[src/rtl/bmem_pkg.sv]
// bmem_pkg: shared constants and types for the burst-memory arbiter.
//   BEATS   beats per cache line
//   BEAT_W  width of one memory beat
//   LINE_W  width of one cache line
//   ADDR_W  address width (line aligned, low 5 bits zero)
package bmem_pkg;

  localparam int BEATS  = 4;
  localparam int BEAT_W = 64;
  localparam int LINE_W = 256;
  localparam int ADDR_W = 32;

  typedef enum logic {IDLE, WRITE} arb_state_t;
  typedef enum logic {OWN_I, OWN_D} owner_t;

  // 32-bit increment that sticks at all-ones instead of wrapping.
  function automatic logic [31:0] sat_inc(input logic [31:0] v);
    return (v == 32'hFFFF_FFFF) ? v : v + 32'd1;
  endfunction

endpackage

[src/rtl/bmem_line_assembler.sv]
// bmem_line_assembler: collects the beats of one read return for a single
// requester and presents the finished line with a one-cycle resp pulse.
//   clk, rst      clock, asynchronous active-low reset
//   issue         read command for this requester issued this cycle
//   issue_addr    address of that command (latched)
//   rvalid/raddr/rbeat  memory read-return beat stream
//   pend          a read for this requester is outstanding
//   match         current return beat belongs to this requester
//   resp          one-cycle pulse, line valid
//   line          assembled line, held until the next resp
module bmem_line_assembler #(
  parameter int BEATS  = bmem_pkg::BEATS,
  parameter int ADDR_W = bmem_pkg::ADDR_W
) (
  input  logic                             clk,
  input  logic                             rst,
  input  logic                             issue,
  input  logic [ADDR_W-1:0]                issue_addr,
  input  logic                             rvalid,
  input  logic [ADDR_W-1:0]                raddr,
  input  logic [bmem_pkg::BEAT_W-1:0]      rbeat,
  output logic                             pend,
  output logic                             match,
  output logic                             resp,
  output logic [BEATS*bmem_pkg::BEAT_W-1:0] line
);
  import bmem_pkg::*;

  localparam int CW = (BEATS > 1) ? $clog2(BEATS) : 1;
  localparam int LW = BEATS * BEAT_W;

  logic [ADDR_W-1:0] addr_q;
  logic [CW-1:0]     cnt_q;
  logic [LW-1:0]     acc_q;
  logic [LW-1:0]     next_line;
  logic              last;

  // The resp cycle still counts as pending so a request that is still held
  // during resp is not seen as a fresh one.
  assign match = rvalid && pend && !resp && (raddr == addr_q);
  assign last  = (cnt_q == CW'(BEATS - 1));

  always_comb begin
    next_line = acc_q;
    next_line[BEAT_W*cnt_q +: BEAT_W] = rbeat;
  end

  always_ff @(posedge clk or negedge rst) begin
    if (!rst) begin
      pend   <= 1'b0;
      resp   <= 1'b0;
      addr_q <= '0;
      cnt_q  <= '0;
      acc_q  <= '0;
      line   <= '0;
    end else begin
      resp <= 1'b0;
      if (issue) begin
        pend   <= 1'b1;
        addr_q <= issue_addr;
        cnt_q  <= '0;
      end else if (resp) begin
        pend <= 1'b0;
      end
      if (match) begin
        acc_q <= next_line;
        if (last) begin
          cnt_q <= '0;
          resp  <= 1'b1;
          line  <= next_line;
        end else begin
          cnt_q <= cnt_q + 1'b1;
        end
      end
    end
  end

endmodule

[src/rtl/bmem_arbiter.sv]
// bmem_arbiter: shares the single burst-memory port between the icache
// (reads) and the dcache (reads and 4-beat writebacks). Requests are issued
// round-robin; read returns are routed to their owner by address.
//   clk, rst                          clock, asynchronous active-low reset
//   i_addr/i_read -> i_rdata/i_resp   icache line read
//   d_addr/d_read/d_write/d_wdata -> d_rdata/d_resp   dcache read / writeback
//   bmem_addr/read/write/wdata, bmem_rdy               memory command side
//   bmem_rvalid/raddr/rdata                            memory read return
// Optional build macro: BMEM_ARB_PERF_EN adds saturating performance
// counters (perf_i_reqs, perf_d_reqs, perf_wr_bursts, perf_conflict_cycles),
// reachable through hierarchy only.
//
// state | meaning
// IDLE  | arbitrate; a read grant pulses bmem_read for one cycle
// WRITE | stream the dcache line, one beat per cycle with bmem_rdy high
module bmem_arbiter #(
  parameter int BEATS  = bmem_pkg::BEATS,
  parameter int ADDR_W = bmem_pkg::ADDR_W
) (
  input  logic                              clk,
  input  logic                              rst,
  input  logic [ADDR_W-1:0]                 i_addr,
  input  logic                              i_read,
  output logic [BEATS*bmem_pkg::BEAT_W-1:0] i_rdata,
  output logic                              i_resp,
  input  logic [ADDR_W-1:0]                 d_addr,
  input  logic                              d_read,
  input  logic                              d_write,
  input  logic [BEATS*bmem_pkg::BEAT_W-1:0] d_wdata,
  output logic [BEATS*bmem_pkg::BEAT_W-1:0] d_rdata,
  output logic                              d_resp,
  output logic [ADDR_W-1:0]                 bmem_addr,
  output logic                              bmem_read,
  output logic                              bmem_write,
  output logic [bmem_pkg::BEAT_W-1:0]       bmem_wdata,
  input  logic                              bmem_rdy,
  input  logic                              bmem_rvalid,
  input  logic [ADDR_W-1:0]                 bmem_raddr,
  input  logic [bmem_pkg::BEAT_W-1:0]       bmem_rdata
);
  import bmem_pkg::*;

  localparam int CW = (BEATS > 1) ? $clog2(BEATS) : 1;

  arb_state_t    state;
  owner_t        rr;
  logic [CW-1:0] beat;
  logic          wr_resp;
  logic          d_wpend;
  logic          i_pend, d_rpend, d_pend;
  logic          i_elig, d_elig;
  logic          grant_i, grant_d;
  logic          i_match, d_match;
  logic          i_asm_resp, d_asm_resp;

  assign d_pend = d_rpend | d_wpend;
  assign i_elig = i_read && !i_pend;
  assign d_elig = (d_read || d_write) && !d_pend;

  always_comb begin
    grant_i = 1'b0;
    grant_d = 1'b0;
    if (state == IDLE && bmem_rdy) begin
      if (i_elig && d_elig) begin
        grant_i = (rr == OWN_I);
        grant_d = (rr == OWN_D);
      end else begin
        grant_i = i_elig;
        grant_d = d_elig;
      end
    end
  end

  always_ff @(posedge clk or negedge rst) begin
    if (!rst) begin
      state     <= IDLE;
      rr        <= OWN_I;
      beat      <= '0;
      bmem_read <= 1'b0;
      bmem_addr <= '0;
      d_wpend   <= 1'b0;
      wr_resp   <= 1'b0;
    end else begin
      bmem_read <= 1'b0;
      wr_resp   <= 1'b0;
      if (wr_resp) d_wpend <= 1'b0;
      case (state)
        IDLE: begin
          if (grant_i) begin
            bmem_read <= 1'b1;
            bmem_addr <= i_addr;
            rr        <= OWN_D;
          end else if (grant_d) begin
            bmem_addr <= d_addr;
            rr        <= OWN_I;
            if (d_write) begin
              state   <= WRITE;
              beat    <= '0;
              d_wpend <= 1'b1;
            end else begin
              bmem_read <= 1'b1;
            end
          end
        end
        WRITE: begin
          if (bmem_rdy) begin
            if (beat == CW'(BEATS - 1)) begin
              state   <= IDLE;
              beat    <= '0;
              wr_resp <= 1'b1;
            end else begin
              beat <= beat + 1'b1;
            end
          end
        end
        default: state <= IDLE;
      endcase
    end
  end

  // Write beats are gated by bmem_rdy so that a cycle with bmem_write high
  // is exactly one accepted beat; a stall simply holds the beat index.
  assign bmem_write = (state == WRITE) && bmem_rdy;
  assign bmem_wdata = (state == WRITE) ? d_wdata[BEAT_W*beat +: BEAT_W] : '0;

  bmem_line_assembler #(.BEATS(BEATS), .ADDR_W(ADDR_W)) u_asm_i (
    .clk        (clk),
    .rst        (rst),
    .issue      (grant_i),
    .issue_addr (i_addr),
    .rvalid     (bmem_rvalid),
    .raddr      (bmem_raddr),
    .rbeat      (bmem_rdata),
    .pend       (i_pend),
    .match      (i_match),
    .resp       (i_asm_resp),
    .line       (i_rdata)
  );

  bmem_line_assembler #(.BEATS(BEATS), .ADDR_W(ADDR_W)) u_asm_d (
    .clk        (clk),
    .rst        (rst),
    .issue      (grant_d && !d_write),
    .issue_addr (d_addr),
    .rvalid     (bmem_rvalid),
    .raddr      (bmem_raddr),
    .rbeat      (bmem_rdata),
    .pend       (d_rpend),
    .match      (d_match),
    .resp       (d_asm_resp),
    .line       (d_rdata)
  );

  assign i_resp = i_asm_resp;
  assign d_resp = d_asm_resp | wr_resp;

  // A return that no outstanding read claims is dropped by the hardware.
  a_return_claimed: assert property (@(posedge clk) disable iff (!rst)
    bmem_rvalid |-> (i_match || d_match));
  a_rd_wr_exclusive: assert property (@(posedge clk) disable iff (!rst)
    !(bmem_read && bmem_write));

`ifdef BMEM_ARB_PERF_EN
  logic [31:0] perf_i_reqs;
  logic [31:0] perf_d_reqs;
  logic [31:0] perf_wr_bursts;
  logic [31:0] perf_conflict_cycles;

  always_ff @(posedge clk or negedge rst) begin
    if (!rst) begin
      perf_i_reqs          <= '0;
      perf_d_reqs          <= '0;
      perf_wr_bursts       <= '0;
      perf_conflict_cycles <= '0;
    end else begin
      if (grant_i) perf_i_reqs <= sat_inc(perf_i_reqs);
      if (grant_d) perf_d_reqs <= sat_inc(perf_d_reqs);
      if (grant_d && d_write) perf_wr_bursts <= sat_inc(perf_wr_bursts);
      if (i_elig && d_elig) perf_conflict_cycles <= sat_inc(perf_conflict_cycles);
    end
  end
`endif

endmodule

[config.mk]
export PLATFORM = sky130hd
export DESIGN_NAME = bmem_arbiter
export DESIGN_NICKNAME = d
export VERILOG_FILES = /design/src/rtl/bmem_pkg.sv /design/src/rtl/bmem_line_assembler.sv /design/src/rtl/bmem_arbiter.sv
export SDC_FILE = /design/constraint.sdc
export NUM_CORES = 2
export LEC_CHECK = 0
export CAP_MARGIN = 20
export CORE_AREA = 8 8 395 397
export DETAILED_ROUTE_END_ITERATION = 8
export DIE_AREA = 0 0 403 405
export PLACE_DENSITY = 0.55
export RECOVER_POWER = 100
export SLEW_MARGIN = 0
export SYNTH_ARGS = -nofsm -noshare
export SYNTH_HDL_FRONTEND = slang
export SYNTH_SLANG_ARGS = --single-unit
[constraint.sdc]
create_clock -name clk -period 3.9 [get_ports clk]
set_input_delay 1.17 -clock clk [delete_from_list [all_inputs] [get_ports clk]]
set_output_delay 1.17 -clock clk [all_outputs]
set_load 0.01 [all_outputs]
==> flow_metrics.env <==
export IMPL_syn_nets=5176
export IMPL_grt_start_max_net_pins=102
export IMPL_clk_pin_slew_ns=0.06
export IMPL_cp_arrival_ns=2.75
export IMPL_wl_per_cell_um=32.42
export IMPL_place_gp_congestion=0.9818
export IMPL_finalPower_mw=25.17
export IMPL_dr_pass1_iters=6
export IMPL_outcome="complete, but fails checks"
export IMPL_synthCells=4740
export IMPL_root_buffer="clkbuf_16"
export IMPL_fmax_mhz=254.8
export IMPL_synth_area_mux_share_pct=14.67
export IMPL_layout_commonest_cell="dfrtp_1"
export IMPL_initial_core_util_pct=34.73
export IMPL_antenna_found_initial=95
export IMPL_ys_types=37
export IMPL_rsz0062_at_grt="false"
export IMPL_skew_ns=0.03853
export IMPL_critPathRequiredTime_ns=2.73
export IMPL_ys_ff_latch=1135
export IMPL_violations="capacitance limit, slew limit, setup timing"
export IMPL_layoutNonFillerInstCount=7787
export IMPL_post_route_util_pct=46.32
export IMPL_yosys_area_share_simple_pct=7.243
export IMPL_power_density_nw_per_um2=364.0
export IMPL_dp_cells=7516
export IMPL_chipWidth_um=403
export IMPL_min_path_cells=1
export IMPL_fin_crit_ns=3.925
export IMPL_nFillCells=14000
export IMPL_cts_sinks=1135
export IMPL_core_sq_um=149200
export IMPL_endpoint_kind="output pin"
export IMPL_synth_fa_ha_area_share_pct=0.3138
export IMPL_cts_tree="built"
export IMPL_slew_limit_headroom_pct=-25.71
export IMPL_num_rows=142
export IMPL_slew_violations=118
export IMPL_grt_usage_pct=30.07
export IMPL_nets=6146
export IMPL_async_reset_ff_share_pct=100.0
export IMPL_hold_violations=0
export IMPL_htreeDepth=3
export IMPL_hpwl_um=189700
export IMPL_synth_edff_count=0
export IMPL_die_h_um=405
export IMPL_vdd_drop_max_v=0.0003201
export IMPL_drt_vias_per_instance=5.345
export IMPL_ys_seq_area_share_pct=54.80
export IMPL_grt_pass1_vias=40970
export IMPL_synth_top_family_by_area="multiplexers"
export IMPL_drive_gt1_share_pct=18.00
export IMPL_cts_buffers=121
export IMPL_finalCritPeriodShare_pct=100.6
export IMPL_ant_nets=0
export IMPL_layout_common_cells="dfrtp_1, nand2_1, dlygate4sd3_1"
export IMPL_finalSetupViolations=2
export IMPL_die_area_sq_um=163200
export IMPL_regArea_sq_um=28410
export IMPL_synth_compound_area_share_pct=14.00
export IMPL_leakage_nw=33.21
export IMPL_syn2layout_area_growth_pct=33.38
export IMPL_synth_warnings=0
export IMPL_synthesis_area_sq_um=51830
export IMPL_clk_latency_ns=0.76
export IMPL_drtIter0Drc=3517
export IMPL_criticalPathCategory="input port to output pin"
export IMPL_num_vias=41620
export IMPL_ctsHoldBuffers=0
export IMPL_max_cap_viol_count=3
export IMPL_synth_xor_area_share_pct=1.082
export IMPL_worstHoldPathType="flip-flop to flip-flop"
export IMPL_worst_slack_ns=-0.02485
export IMPL_wirelength_um=252500
export IMPL_worst_pin_slew_ns=1.886
export IMPL_setup_tns_ns=-0.03211
export IMPL_multi_input_area_sq_um=19560
export IMPL_avgSynthCellArea_sq_um=10.93
export IMPL_worstPathMaxFanout=1
export IMPL_overflow=0
export IMPL_clockBufferDepth=3
export IMPL_grt_pass1_wl_um=349700
export IMPL_port_buffers=1034
export IMPL_ys_flop_type="dfrtp_1"
export IMPL_crit_path_start_kind="input port"
export IMPL_drc_errors=0
export IMPL_ios=1035
export IMPL_worstRegToRegCells=7
export IMPL_hold_ws_ns=0.4563
## worst paths after layout
check | endpoint | start | slack [ns]
worst max-delay path | bmem_wdata[26] | d_wdata[154] | -0.02
worst min-delay path | d_wpend$_DFF_PN0_ | wr_resp$_DFF_PN0_ | 0.46
worst max register to register | u_asm_i.acc_q[134]$_DFFE_PN0P_ | u_asm_i.cnt_q[0]$_DFFE_PN0P_ | 0.25
worst min register to register | d_wpend$_DFF_PN0_ | wr_resp$_DFF_PN0_ | 0.46
max in group asynchronous | u_asm_i.acc_q[80]$_DFFE_PN0P_ | rst | 0.50
min in group asynchronous | u_asm_i.acc_q[37]$_DFFE_PN0P_ | rst | 0.94
## state kept, by name, summed over array words and instances, names as in the netlist, 2 cells and up
register	count
u_asm_i.line	256
u_asm_d.cnt_q	2
u_asm_d.line	256
u_asm_i.addr_q	32
bmem_addr	32
u_asm_d.acc_q	256
u_asm_i.acc_q	256
u_asm_i.cnt_q	2
u_asm_d.addr_q	32
beat	2
## cells by family (layout without fill, tap and decap cells)
group,count (synthesis),count (layout)
simple gates,878,878
xor+xnor,64,64
mux,615,615
flops,1135,1135
fa+ha+maj,13,13
compound gates,1063,1063
other cells,0,27
buf+inv,972,2048
## layer usage
layer	wire, um	track usage [%]	part of all wire, %	up-vias
met1	109900	42.11	44	21560
li1	-	-	-	18000
met5	77	0	0.030	-
met2	118400	48.55	47	1718
met3	18150	6.294	7.2	337
met4	5914	5.829	2.3	12
## what timing repair did
item / 4_1_cts / 5_1_grt
setup endpoints to repair: 59 / 14
gates resized for setup: 139 / 14
pin swaps: 0 / 0
cloned: 1 / 0
setup buffers: 12 / 2
## critical path: stages
cell,delay (ns)
clkdlybuf4s50_1,0.46
clkbuf_2,0.21
mux4_2,0.53
and2_4,0.22
buf_2,0.16
## cell type report
cell class / count / share of cell area (%)
Sequential cell: 1135 / 41.09
Multi-Input combinational cell: 2633 / 28.29
Timing Repair Buffer: 1297 / 18.09
Clock buffer: 184 / 5.187
Tap cell: 1944 / 3.519
Inverter: 522 / 2.834
Clock inverter: 45 / 0.8869
Antenna cell: 27 / 0.09774
## power breakdown
part           switching, mW  total (mW)  internal, mW
logic                  0.785        1.28         0.499
clock network           5.03        12.1          7.08
registers       0.0000000127        11.8          11.8
total                   5.81        25.2          19.4
## cell usage after synthesis (3+ instances only)
master	n	area, sq um
inv_1	522	1959
buf_1	5	18.77
a22o_1	509	4458
nand4_2	7	87.58
nor4bb_1	3	30.03
buf_6	38	427.9
nor3_1	8	40.04
buf_2	75	375.4
clkbuf_1	316	1186
buf_4	16	120.1
o21ai_0	547	2738
and4_1	11	96.34
and2_1	65	406.6
xor2_1	64	560.5
nand4_1	5	31.28
mux2_2	518	5833
nor2b_1	3	18.77
nor4_2	3	37.54
mux2i_1	33	330.3
nor2_1	14	52.55
ha_1	13	162.7
nor4b_1	3	26.28
nand3_1	6	30.03
mux4_2	64	1441
nand2_1	718	2695
nor4_1	22	137.6
dfrtp_1	1135	28400
and3_1	6	37.54
## stage by stage
step,setup slack [ns],cell area [sq um]
floorplan,0.8848,51830
global placement,-0.7322,65740
detailed placement,-0.7144,65740
CTS,-0.05808,70080
global route,0.003044,69080
finish,-0.02485,69130
(Power assumes the default switching activity.)
